### src/rtl/imm_ext_arbiter_if.sv
// Request/response bundle for the shared 16->32 immediate extender.
// The "master" side is the requesters plus the result consumer; "slave" is the arbiter.
interface imm_ext_arbiter_if #(
  parameter int NREQ = 2,
  parameter int IDW  = 2
);
  logic [NREQ-1:0]        req_valid;
  logic [NREQ-1:0][15:0]  req_imm;
  logic [NREQ-1:0]        req_ext_op;
  logic [NREQ-1:0]        req_ready;
  logic                   rsp_valid;
  logic                   rsp_ready;
  logic [31:0]            rsp_data;
  logic [IDW-1:0]         rsp_id;

  modport master (
    output req_valid, req_imm, req_ext_op, rsp_ready,
    input  req_ready, rsp_valid, rsp_data, rsp_id
  );

  modport slave (
    input  req_valid, req_imm, req_ext_op, rsp_ready,
    output req_ready, rsp_valid, rsp_data, rsp_id
  );
endinterface

### src/rtl/imm_ext_arbiter.sv
// Round-robin arbiter sharing one 16->32 immediate extender among NREQ requesters,
// with a single registered result slot on a valid/ready response channel.
module imm_ext_lane (
  input  logic [15:0] imm,
  input  logic        ext_op,
  output logic [31:0] data
);
  assign data = {{16{ext_op & imm[15]}}, imm};
endmodule

module imm_ext_arbiter #(
  parameter int NREQ = 2,
  parameter int IDW  = 2
) (
  input  logic               clk,
  input  logic               rst_n,
  imm_ext_arbiter_if.slave   bus
);
  typedef enum logic {EMPTY = 1'b0, FULL = 1'b1} state_t;

  state_t                 state, state_nxt;
  logic [IDW-1:0]         rr_ptr, gnt_idx, ptr_nxt;
  logic [NREQ-1:0]        grant;
  logic                   found, can_accept, fire;
  logic [IDW:0]           idx;
  logic [NREQ-1:0][31:0]  lane_data;
  logic [31:0]            sel_data;

  // Every lane extends its own immediate; the grant picks one result.
  for (genvar g = 0; g < NREQ; g++) begin : g_lane
    imm_ext_lane u_lane (
      .imm    (bus.req_imm[g]),
      .ext_op (bus.req_ext_op[g]),
      .data   (lane_data[g])
    );
  end

  // Scan rr_ptr, rr_ptr+1, ... with wrap; the first valid requester wins.
  always_comb begin
    grant   = '0;
    gnt_idx = '0;
    found   = 1'b0;
    idx     = '0;
    for (int k = 0; k < NREQ; k++) begin
      idx = {1'b0, rr_ptr} + (IDW+1)'(k);
      if (idx >= (IDW+1)'(NREQ)) idx = idx - (IDW+1)'(NREQ);
      for (int i = 0; i < NREQ; i++) begin
        if (!found && idx == (IDW+1)'(i) && bus.req_valid[i]) begin
          found    = 1'b1;
          gnt_idx  = IDW'(i);
          grant[i] = 1'b1;
        end
      end
    end
  end

  always_comb begin
    sel_data = '0;
    for (int i = 0; i < NREQ; i++) sel_data = sel_data | (lane_data[i] & {32{grant[i]}});
  end

  assign can_accept = (state == EMPTY) || bus.rsp_ready;
  assign fire       = can_accept && found;
  assign ptr_nxt    = (gnt_idx == IDW'(NREQ-1)) ? '0 : gnt_idx + IDW'(1);
  // Gated by rst_n so no requester sees ready while the block is held in reset.
  assign bus.req_ready = (rst_n && can_accept) ? grant : '0;
  assign bus.rsp_valid = (state == FULL);

  always_ff @(posedge clk or negedge rst_n) begin
    if (!rst_n) state <= EMPTY;
    else        state <= state_nxt;
  end

  always_comb begin
    state_nxt = state;
    case (state)
      EMPTY:   if (fire) state_nxt = FULL;
      FULL:    if (bus.rsp_ready && !fire) state_nxt = EMPTY;
      default: state_nxt = EMPTY;
    endcase
  end

  // Data and id hold their last values on a drain without refill.
  always_ff @(posedge clk or negedge rst_n) begin
    if (!rst_n) begin
      bus.rsp_data <= '0;
      bus.rsp_id   <= '0;
      rr_ptr       <= '0;
    end else if (fire) begin
      bus.rsp_data <= sel_data;
      bus.rsp_id   <= gnt_idx;
      rr_ptr       <= ptr_nxt;
    end
  end
endmodule

### src/flat_wrapper.sv
// flat-port wrapper written by rule: the top's interface ports become plain ports
module imm_ext_arbiter_flat 
#(
  parameter int NREQ = 2,
  parameter int IDW  = 2
)
  (clk, rst_n, bus_req_valid, bus_req_imm, bus_req_ext_op, bus_rsp_ready, bus_req_ready, bus_rsp_valid, bus_rsp_data, bus_rsp_id);
  imm_ext_arbiter_if #(.NREQ(NREQ), .IDW(IDW)) bus_i ();
  input  logic clk;
  input  logic rst_n;
  input wire logic [$bits(bus_i.req_valid)-1:0] bus_req_valid;
  input wire logic [$bits(bus_i.req_imm)-1:0] bus_req_imm;
  input wire logic [$bits(bus_i.req_ext_op)-1:0] bus_req_ext_op;
  input wire logic [$bits(bus_i.rsp_ready)-1:0] bus_rsp_ready;
  output wire logic [$bits(bus_i.req_ready)-1:0] bus_req_ready;
  output wire logic [$bits(bus_i.rsp_valid)-1:0] bus_rsp_valid;
  output wire logic [$bits(bus_i.rsp_data)-1:0] bus_rsp_data;
  output wire logic [$bits(bus_i.rsp_id)-1:0] bus_rsp_id;
  assign bus_i.req_valid = bus_req_valid;
  assign bus_i.req_imm = bus_req_imm;
  assign bus_i.req_ext_op = bus_req_ext_op;
  assign bus_i.rsp_ready = bus_rsp_ready;
  assign bus_req_ready = bus_i.req_ready;
  assign bus_rsp_valid = bus_i.rsp_valid;
  assign bus_rsp_data = bus_i.rsp_data;
  assign bus_rsp_id = bus_i.rsp_id;
  imm_ext_arbiter #(.NREQ(NREQ), .IDW(IDW)) u_core (.clk(clk), .rst_n(rst_n), .bus(bus_i));
endmodule
### config.mk
export PLATFORM = sky130hd
export DESIGN_NAME = imm_ext_arbiter_flat
export DESIGN_NICKNAME = d
export VERILOG_FILES = /design/src/rtl/imm_ext_arbiter_if.sv /design/src/rtl/imm_ext_arbiter.sv /design/src/flat_wrapper.sv
export SDC_FILE = /design/constraint.sdc
export NUM_CORES = 1
export LEC_CHECK = 0
export ABC_AREA = 1
export ABC_CLOCK_PERIOD_IN_PS = 3800
export CAP_MARGIN = 40
export CELL_PAD_IN_SITES_DETAIL_PLACEMENT = 0
export CELL_PAD_IN_SITES_GLOBAL_PLACEMENT = 1
export CORE_MARGIN = 4
export CORE_UTILIZATION = 27
export CTS_BUF_LIST = sky130_fd_sc_hd__clkbuf_4
export CTS_CLUSTER_DIAMETER = 40
export CTS_CLUSTER_SIZE = 20
export DETAILED_ROUTE_END_ITERATION = 7
export PLACE_DENSITY = 0.9
export SKIP_CTS_REPAIR_TIMING = 1
export SYNTH_ARGS = -nofsm -noshare
export SYNTH_HDL_FRONTEND = slang
export SYNTH_SLANG_ARGS = --single-unit
### constraint.sdc
create_clock -name clk -period 3.8 [get_ports clk]
set_clock_uncertainty 0.15 [all_clocks]
set_input_delay 0.38 -clock clk [delete_from_list [all_inputs] [get_ports clk]]
set_output_delay 0.38 -clock clk [all_outputs]
set_load 0.1 [all_outputs]
==> results of run 1 <==
cells in the final DEF (no fill, tap or decap):
cell type	n
nand2_1	87
buf_4	3
nand3_1	18
nand2_2	2
clkdlybuf4s50_1	72
conb_1	1
inv_1	9
nand4_1	6
nand2_4	1
a21oi_1	1
buf_8	33
dfrtp_1	20
nor2_1	2
a21oi_2	2
clkbuf_4	3
buf_16	1
stage by stage:
stage | util | area (µm²)
after global placement | 0.423 | 1850
after floorplan | - | 1230
final | 0.547 | 2400
after global routing | 0.547 | 2400
after CTS | 0.547 | 2400
after detailed placement | 0.542 | 2380
cell families (layout without fill, tap and decap cells):
logic type,after synthesis,after routing,synth area share
other cells,1,1,0.00306
compound gates,3,3,0.0184
flops,20,20,0.408
buf+inv,33,121,0.174
simple gates,116,116,0.396
layout make-up:
cell class / instances / area [µm²]
timing repair buffer: 109 / 1270
sequential: 20 / 500
multi-input combinational: 120 / 512
clock buffer: 3 / 22.5
tap: 52 / 65.1
fill: 402 / 1980
inverter: 9 / 33.8
Yosys cell counts:
| cell | count |
|---|---|
| dfrtp_1 | 20 |
| nand4_1 | 6 |
| a21oi_1 | 1 |
| buf_6 | 2 |
| inv_1 | 9 |
| buf_2 | 3 |
| nor2_1 | 2 |
| nand2_2 | 2 |
| a21oi_2 | 2 |
| nand3_1 | 18 |
| nand2_4 | 1 |
| nand2_1 | 87 |
| buf_4 | 19 |
| conb_1 | 1 |
worst max path at each step:
stage | start | endpoint | depth (start not counted)
final | bus_req_valid[1] | bus_req_ready[1] | 4
after global placement | bus_req_valid[1] | bus_req_ready[1] | 4
after floorplan | u_core.bus.rsp_valid | bus_req_ready[1] | 4
after global routing | bus_req_valid[1] | bus_req_ready[1] | 4
after detailed placement | bus_req_valid[1] | bus_req_ready[1] | 4
after CTS | bus_req_valid[1] | bus_req_ready[1] | 4
layer usage:
layer / vias to the layer above / GRT usage
li1: 700 / -
met1: 593 / 0.161
met2: 56 / 0.240
met3: 5 / 0.0422
met4: 0 / 0.0291
met5: - / 0
critical path, cell delays in order:
cell and delay (ps):
clkdlybuf4s50_1 530, nand2_1 430, a21oi_1 280, buf_4 310
sequential cells by signal, summed over array words and instances, names as in the netlist:
name	cells
u_core.bus.rsp_id	1
u_core.bus.rsp_valid	1
u_core.rr_ptr	1
u_core.bus.rsp_data	17
where the power goes:
group	total [W]	switching, W	internal, W	leakage (nW)
clock network	0.000101	0.0000643	0.0000370	0.0138
registers	0.000295	0.0000350	0.000260	0.247
logic	0.00111	0.000724	0.000390	0.920
==> flow_summary.ini, run 1 <==
[global_routing]
grt_antenna_before_repair = 0
grtUsageTotal = 0.135
grt_max_degree = 23
grt_pass1_vias = 1271
grt_pass1_wl_um = 5870
grt_overflow_total = 0

[final_layout]
drive_gt1_frac = 0.172
nets = 302
antenna_cells = 0
area_delta_synth_final_pct = 95.7
fin_cells = 313

[synthesis]
synth_warnings = 0
syn_area_um2 = 1230
synthCells = 173
ys_top_cells_by_area = dfrtp_1 41%, nand2_1 27%, buf_4 12%
synth-seq-area-share = 0.408
synth_cell_types = 14
synth_top_area_share = 0.408
syn_nets = 212
synth_top_cell_by_area = dfrtp_1
synth-seq-cells = 20
avgSynthCellArea_um2 = 7.09

[power]
total_power_w = 0.00151
leakagePower_nw = 1.18
powerDensity_nw_per_um2 = 629
vdd_drop_max_mv = 0.264

[worst_setup_path]
worstSetupStartpointType = primary input
critical_path.max_fanout = 21
crit_type = primary input to primary output
rr_startpoint = u_core.rr_ptr[0]
r2r_slack_ps = 1900
rr_endpoint = u_core.bus.rsp_data[10]
reg2reg_depth = 6
end_kind = primary output
crit_arrival_ps = 1940
cp.required_ps = 3270

[placement]
placedCellCount = 310
dpl.hpwl_um = 2850
io_buffers = 74
gp_congestion = 0.697
pre_cts_slack_ps = 1300

[floorplanning]
die_h_um = 75.4
die_area_um2 = 5680
die_w_um = 75.4
num_io_pins = 76
start_util = 0.280
coreArea_um2 = 4380
rows = 24

[sta]
fin_ws_ps = 1330
tns_ps = 0
finalCriticalPeriod_ps = 2470
final-setup-viol-count = 0
rsz0062_at_grt = no
worstMarginPinSlew_ps = 793
slew_headroom = 0.470
hold_ws_ps = 276
fin_crit_sh = 0.649
clock.fmax_ghz = 0.405
finalHoldViolations = 0
final_max_slew_viol_count = 0

[clock_tree]
clockBufferDepth = 2
cts_tree = done
cts_made_buffers = 3
clk_pin_slew_ps = 110
clock_latency_ps = 300
cts_sinks = 20
cts-htree-levels = 1
root_buffer = clkbuf_4

[detailed_routing]
wl_met1_um = 1540
vias = 1354
wl_met2_um = 1780
wl_um = 3760
drc = 0
avgRoutedWirePerCell_um = 12.0
top_layer = met4
first_pass_iters = 4
routed_via_density = 4.33
routed-wl-met3_um = 419
drtIter0Drc = 51
antenna_left = 0

[hold_path]
min-delay-path-class = primary input to asynchronous set/reset pin

[status]
status = finished, final reports clean

[flow_run]
maxCapViolations = 0
Power figures use the tool's default switching activity.
==> inputs of run 2 (changes only) <==
--- a/config.mk
+++ b/config.mk
@@ -6,17 +6,17 @@
 export NUM_CORES = 1
 export LEC_CHECK = 0
 export ABC_AREA = 1
-export ABC_CLOCK_PERIOD_IN_PS = 3800
+export ABC_CLOCK_PERIOD_IN_PS = 2000
 export CAP_MARGIN = 40
 export CELL_PAD_IN_SITES_DETAIL_PLACEMENT = 0
 export CELL_PAD_IN_SITES_GLOBAL_PLACEMENT = 1
 export CORE_MARGIN = 4
-export CORE_UTILIZATION = 27
+export CORE_UTILIZATION = 23
 export CTS_BUF_LIST = sky130_fd_sc_hd__clkbuf_4
 export CTS_CLUSTER_DIAMETER = 40
 export CTS_CLUSTER_SIZE = 20
 export DETAILED_ROUTE_END_ITERATION = 7
-export PLACE_DENSITY = 0.9
+export PLACE_DENSITY = 0.82
 export SKIP_CTS_REPAIR_TIMING = 1
 export SYNTH_ARGS = -nofsm -noshare
 export SYNTH_HDL_FRONTEND = slang
==> constraint.sdc (replaced) <==
create_clock -name clk -period 2 [get_ports clk]
set_clock_uncertainty 0.15 [all_clocks]
set_input_delay 0.2 -clock clk [delete_from_list [all_inputs] [get_ports clk]]
set_output_delay 0.2 -clock clk [all_outputs]
set_load 0.1 [all_outputs]
==> run 2 against run 1 <==
  * Die area is 15% higher
  * Non-clock buffer count is 27 lower
  * Combinational power is 64% higher
  * Register-to-register slack worse by 1300 ps
  * Largest cell class unchanged
  * Largest power group unchanged
==> flow_summary.ini, run 2 (synthesis results as in run 1) <==
[detailed_routing]
drtIter0Drc = 33
vias = 1229
first_pass_iters = 4
drc = 0
avgRoutedWirePerCell_um = 12.4
antenna_left = 0
wl_um = 3780
routed_via_density = 4.03

[worst_setup_path]
reg2reg_depth = 6
crit_chain = nand2_4 > nand2_1 > a21oi_4 > buf_12
rr_endpoint = u_core.bus.rsp_data[11]
cp.required_ps = 1650
r2r_slack_ps = 570
crit_arrival_ps = 1530
startpoint = u_core.bus.rsp_valid
path_buf_inv = 1
crit_family = flip-flops
critPathSlowestCell = dfrtp_4
crit_type = register to primary output
cpPeakStageDelay_ps = 510
rr_startpoint = u_core.rr_ptr[0]
worstSetupStartpointType = register
critical_path.max_fanout = 16
end_kind = primary output

[final_layout]
final_common_cell = nand2_1
layout_common_cells = 87 x nand2_1, 38 x clkdlybuf4s50_1, 26 x buf_4, 19 x dfrtp_1
area_delta_synth_final_pct = 73.2
nets = 275
antenna_cells = 0
regMostFlops = u_core.bus.rsp_data
fill_cells = 562
drive_gt1_frac = 0.234
largest_register_ff_count = 17

[sta]
fin_crit_sh = 0.942
final_max_slew_viol_count = 0
clock.fmax_ghz = 0.531
fin_ws_ps = 117
finalHoldViolations = 0
finalCriticalPeriod_ps = 1880
final-setup-viol-count = 0
tns_ps = 0
rsz0062_at_grt = no

[power]
internal_power_w = 0.00105
p_switching_w = 0.00154
switching_share = 0.595
vdd_drop_max_mv = 0.538
leakagePower_nw = 1.07
powerDensity_nw_per_um2 = 1220
p_seq_frac = 0.212
total_power_w = 0.00258
clkPwrFrac = 0.082
power_frac_comb = 0.706

[clock_tree]
cts_made_buffers = 3
cts_sinks = 20
cts-htree-levels = 1
clock_latency_ps = 310
cts_tree = done
clockBufferDepth = 2
clk_pin_slew_ps = 130
root_buffer = clkbuf_4

[global_routing]
grtUsageTotal = 0.119
grt_pass1_wl_um = 6070
grt_max_degree = 21
grt_antenna_before_repair = 0
grt_overflow_total = 0
grt_pass1_vias = 1213

[floorplanning]
coreArea_um2 = 5140
die_h_um = 81.0
start_util = 0.239
num_io_pins = 76
die_w_um = 81.0
die_area_um2 = 6560
rows = 26

[hold_path]
min-delay-path-class = primary input to asynchronous set/reset pin

[placement]
gp_congestion = 0.654
dpl.hpwl_um = 2890
io_buffers = 74
pre_cts_slack_ps = 206

[flow_run]
maxCapViolations = 0

[status]
status = finished, final reports clean
==> run 2: cell types whose count changed in the layout (fill, tap and decap cells not counted), sizes merged <==
cell	before	now
clkdlybuf4s50	72	38
clkinv	0	1
buf	37	44
==> run 2: worst max-delay path by stage <==
stage	depth (start not counted)	slack (ps)	end
2_1_floorplan	4	7	bus_req_ready[1]
3_3_place_gp	6	220	bus_req_ready[1]
3_5_place_dp	8	210	u_core.bus.rsp_data[8]
4_1_cts	4	80	bus_req_ready[1]
5_1_grt	4	9	bus_req_ready[1]
6_report	4	120	bus_req_ready[1]
==> run 2: final cells by class <==
type	count	area [µm²]	area share
Clock buffer	3	22.5	0.0106
Clock inverter	1	3.75	0.00177
Inverter	9	33.8	0.0159
Multi-Input combinational cell	120	536	0.252
Sequential cell	20	504	0.237
Tap cell	70	87.6	0.0412
Timing Repair Buffer	82	936	0.441
==> run 2: stage by stage <==
stage                     hold slack (ps)  instances  instance area, µm²  utilization
after floorplan                      -246        173                1250            -
after global placement                313        301                2100        0.408
after detailed placement              316        301                2100        0.408
after CTS                             132        305                2120        0.413
after global routing                  162        305                2120        0.413
final                                 142        305                2120        0.413
==> run 2: power by group through the flow <==
| stage | clock network [W] | logic, W | registers, W |
|---|---|---|---|
| 2_1_floorplan | 0 | 0.000702 | 0.00120 |
| 3_3_place_gp | 0 | 0.00183 | 0.000555 |
| 3_5_place_dp | 0 | 0.00184 | 0.000557 |
| 4_1_cts | 0.000234 | 0.00184 | 0.000550 |
| 5_1_grt | 0.000241 | 0.00190 | 0.000559 |
| 6_report | 0.000212 | 0.00182 | 0.000548 |
==> run 2: layer usage <==
metal	GRT usage	part of all wire	up-vias
li1	-	-	647
met1	0.158	0.47	523
met2	0.195	0.42	57
met3	0.0322	0.11	2
met4	0.0253	0.0037	0
met5	0	0	-
==> inputs of run 3 (changes only) <==
--- a/config.mk
+++ b/config.mk
@@ -10,6 +10,7 @@
 export CAP_MARGIN = 40
 export CELL_PAD_IN_SITES_DETAIL_PLACEMENT = 0
 export CELL_PAD_IN_SITES_GLOBAL_PLACEMENT = 1
+export CORE_ASPECT_RATIO = 0.8
 export CORE_MARGIN = 4
 export CORE_UTILIZATION = 23
 export CTS_BUF_LIST = sky130_fd_sc_hd__clkbuf_4
==> run 3 against run 2 <==
  * Combinational power is essentially flat
  * First-iteration DRC count grew 33%
  * Register-to-register slack is essentially flat
  * Critical path depth is the same
  * Cell count shrank 3.0%
==> flow_summary.ini, run 3 (synthesis results as in run 1) <==
[status]
status = finished, final reports clean

[floorplanning]
die_area_um2 = 6570
coreArea_um2 = 5090
rows = 23
die_h_um = 73.3
die_w_um = 89.6
num_io_pins = 76
start_util = 0.241

[final_layout]
final_common_cell = nand2_1
antenna_cells = 0
final_core_util = 0.413
area_delta_synth_final_pct = 71.7
fin_cells = 296
regMostFlops = u_core.bus.rsp_data
drive_gt1_frac = 0.231
nets = 274
seqCellArea_um2 = 504
multiInputGateArea_um2 = 536
stdcell_area_um2 = 2110
fill_cells = 510
largest_register_ff_count = 17
layout_common_cells = 87 x nand2_1, 38 x clkdlybuf4s50_1, 25 x buf_4, 19 x dfrtp_1

[worst_setup_path]
cpPeakStageDelay_ps = 510
rr_endpoint = u_core.bus.rsp_data[2]
crit_arrival_ps = 1500
crit_family = flip-flops
cp.required_ps = 1650
crit_type = register to primary output
critPathSlowestCell = dfrtp_4
critical_path.max_fanout = 16
end_kind = primary output
r2r_slack_ps = 560
rr_startpoint = u_core.rr_ptr[0]
startpoint = u_core.bus.rsp_valid
path_buf_inv = 1
worstSetupStartpointType = register
crit_chain = nand2_4 > nand2_1 > a21oi_4 > buf_12
reg2reg_depth = 6

[sta]
finalHoldViolations = 0
tns_ps = 0
final-setup-viol-count = 0
fin_crit_sh = 0.926
finalCriticalPeriod_ps = 1850
final_max_slew_viol_count = 0
hold_ws_ps = 101
clock.fmax_ghz = 0.540
rsz0062_at_grt = no

[detailed_routing]
routed_via_density = 4.17
avgRoutedWirePerCell_um = 12.2
drc = 0
vias = 1233
drtIter0Drc = 44
wl_um = 3610
first_pass_iters = 4
antenna_left = 0

[placement]
dpl_cell_area_um2 = 2080
dpl.hpwl_um = 2730
gp_congestion = 0.770
io_buffers = 74
placedCellCount = 292

[global_routing]
grtUsageTotal = 0.114
grt_pass1_wl_um = 5690
grt_overflow_total = 0
grt_pass1_vias = 1146
grt_max_degree = 21
grt_antenna_before_repair = 0

[power]
leakagePower_nw = 1.07
powerDensity_nw_per_um2 = 1220
vdd_drop_max_mv = 0.489

[clock_tree]
cts-htree-levels = 1
cts_tree = done
root_buffer = clkbuf_4
clk_pin_slew_ps = 130
cts_made_buffers = 3
clockBufferDepth = 2
cts_sinks = 20
clock_latency_ps = 310

[hold_path]
min-delay-path-class = primary input to asynchronous set/reset pin

[flow_run]
maxCapViolations = 0
-- run 3: worst max path at each step --
stage,to,slack [ps],cells past startpoint
after floorplan,bus_req_ready[1],7,4
after global placement,bus_req_ready[1],230,6
after detailed placement,u_core.bus.rsp_data[7],200,8
after CTS,bus_req_ready[1],130,4
after global routing,bus_req_ready[1],60,4
final,bus_req_ready[1],150,4
-- run 3: layout make-up --
type                            count  area share
Sequential cell                    20       0.239
Clock inverter                      1     0.00178
Inverter                            9      0.0160
Multi-Input combinational cell    120       0.254
Tap cell                           62      0.0368
Timing Repair Buffer               81       0.441
Clock buffer                        3      0.0107
-- run 3: per-stage QoR --
step | setup slack [ps] | total power [W]
detailed placement | 198 | 0.00239
global placement | 228 | 0.00238
floorplan | 7.04 | 0.00190
global route | 56.0 | 0.00270
finish | 148 | 0.00257
CTS | 125 | 0.00260
-- run 3: worst register-to-register path, cell delays in order, from the launching register on --
cell and delay (ps):
dfrtp_1 440, nand2_1 200, nand2_2 260, nand3_1 140, nand2_1 60, inv_1 50, nand2_1 40
-- run 3: per-layer routing --
layer  global-route usage  vias up  share of wire
li1                     -      639              -
met1                0.160      522           0.47
met2                0.162       70           0.38
met3               0.0538        2           0.15
met4               0.0149        0         0.0033
met5                    0        -              0
-- run 3: power by group --
group	switching (W)	total (W)	internal, W
Sequential	0.0000539	0.000549	0.000495
Combinational	0.00134	0.00181	0.000474
Clock	0.000135	0.000207	0.0000727
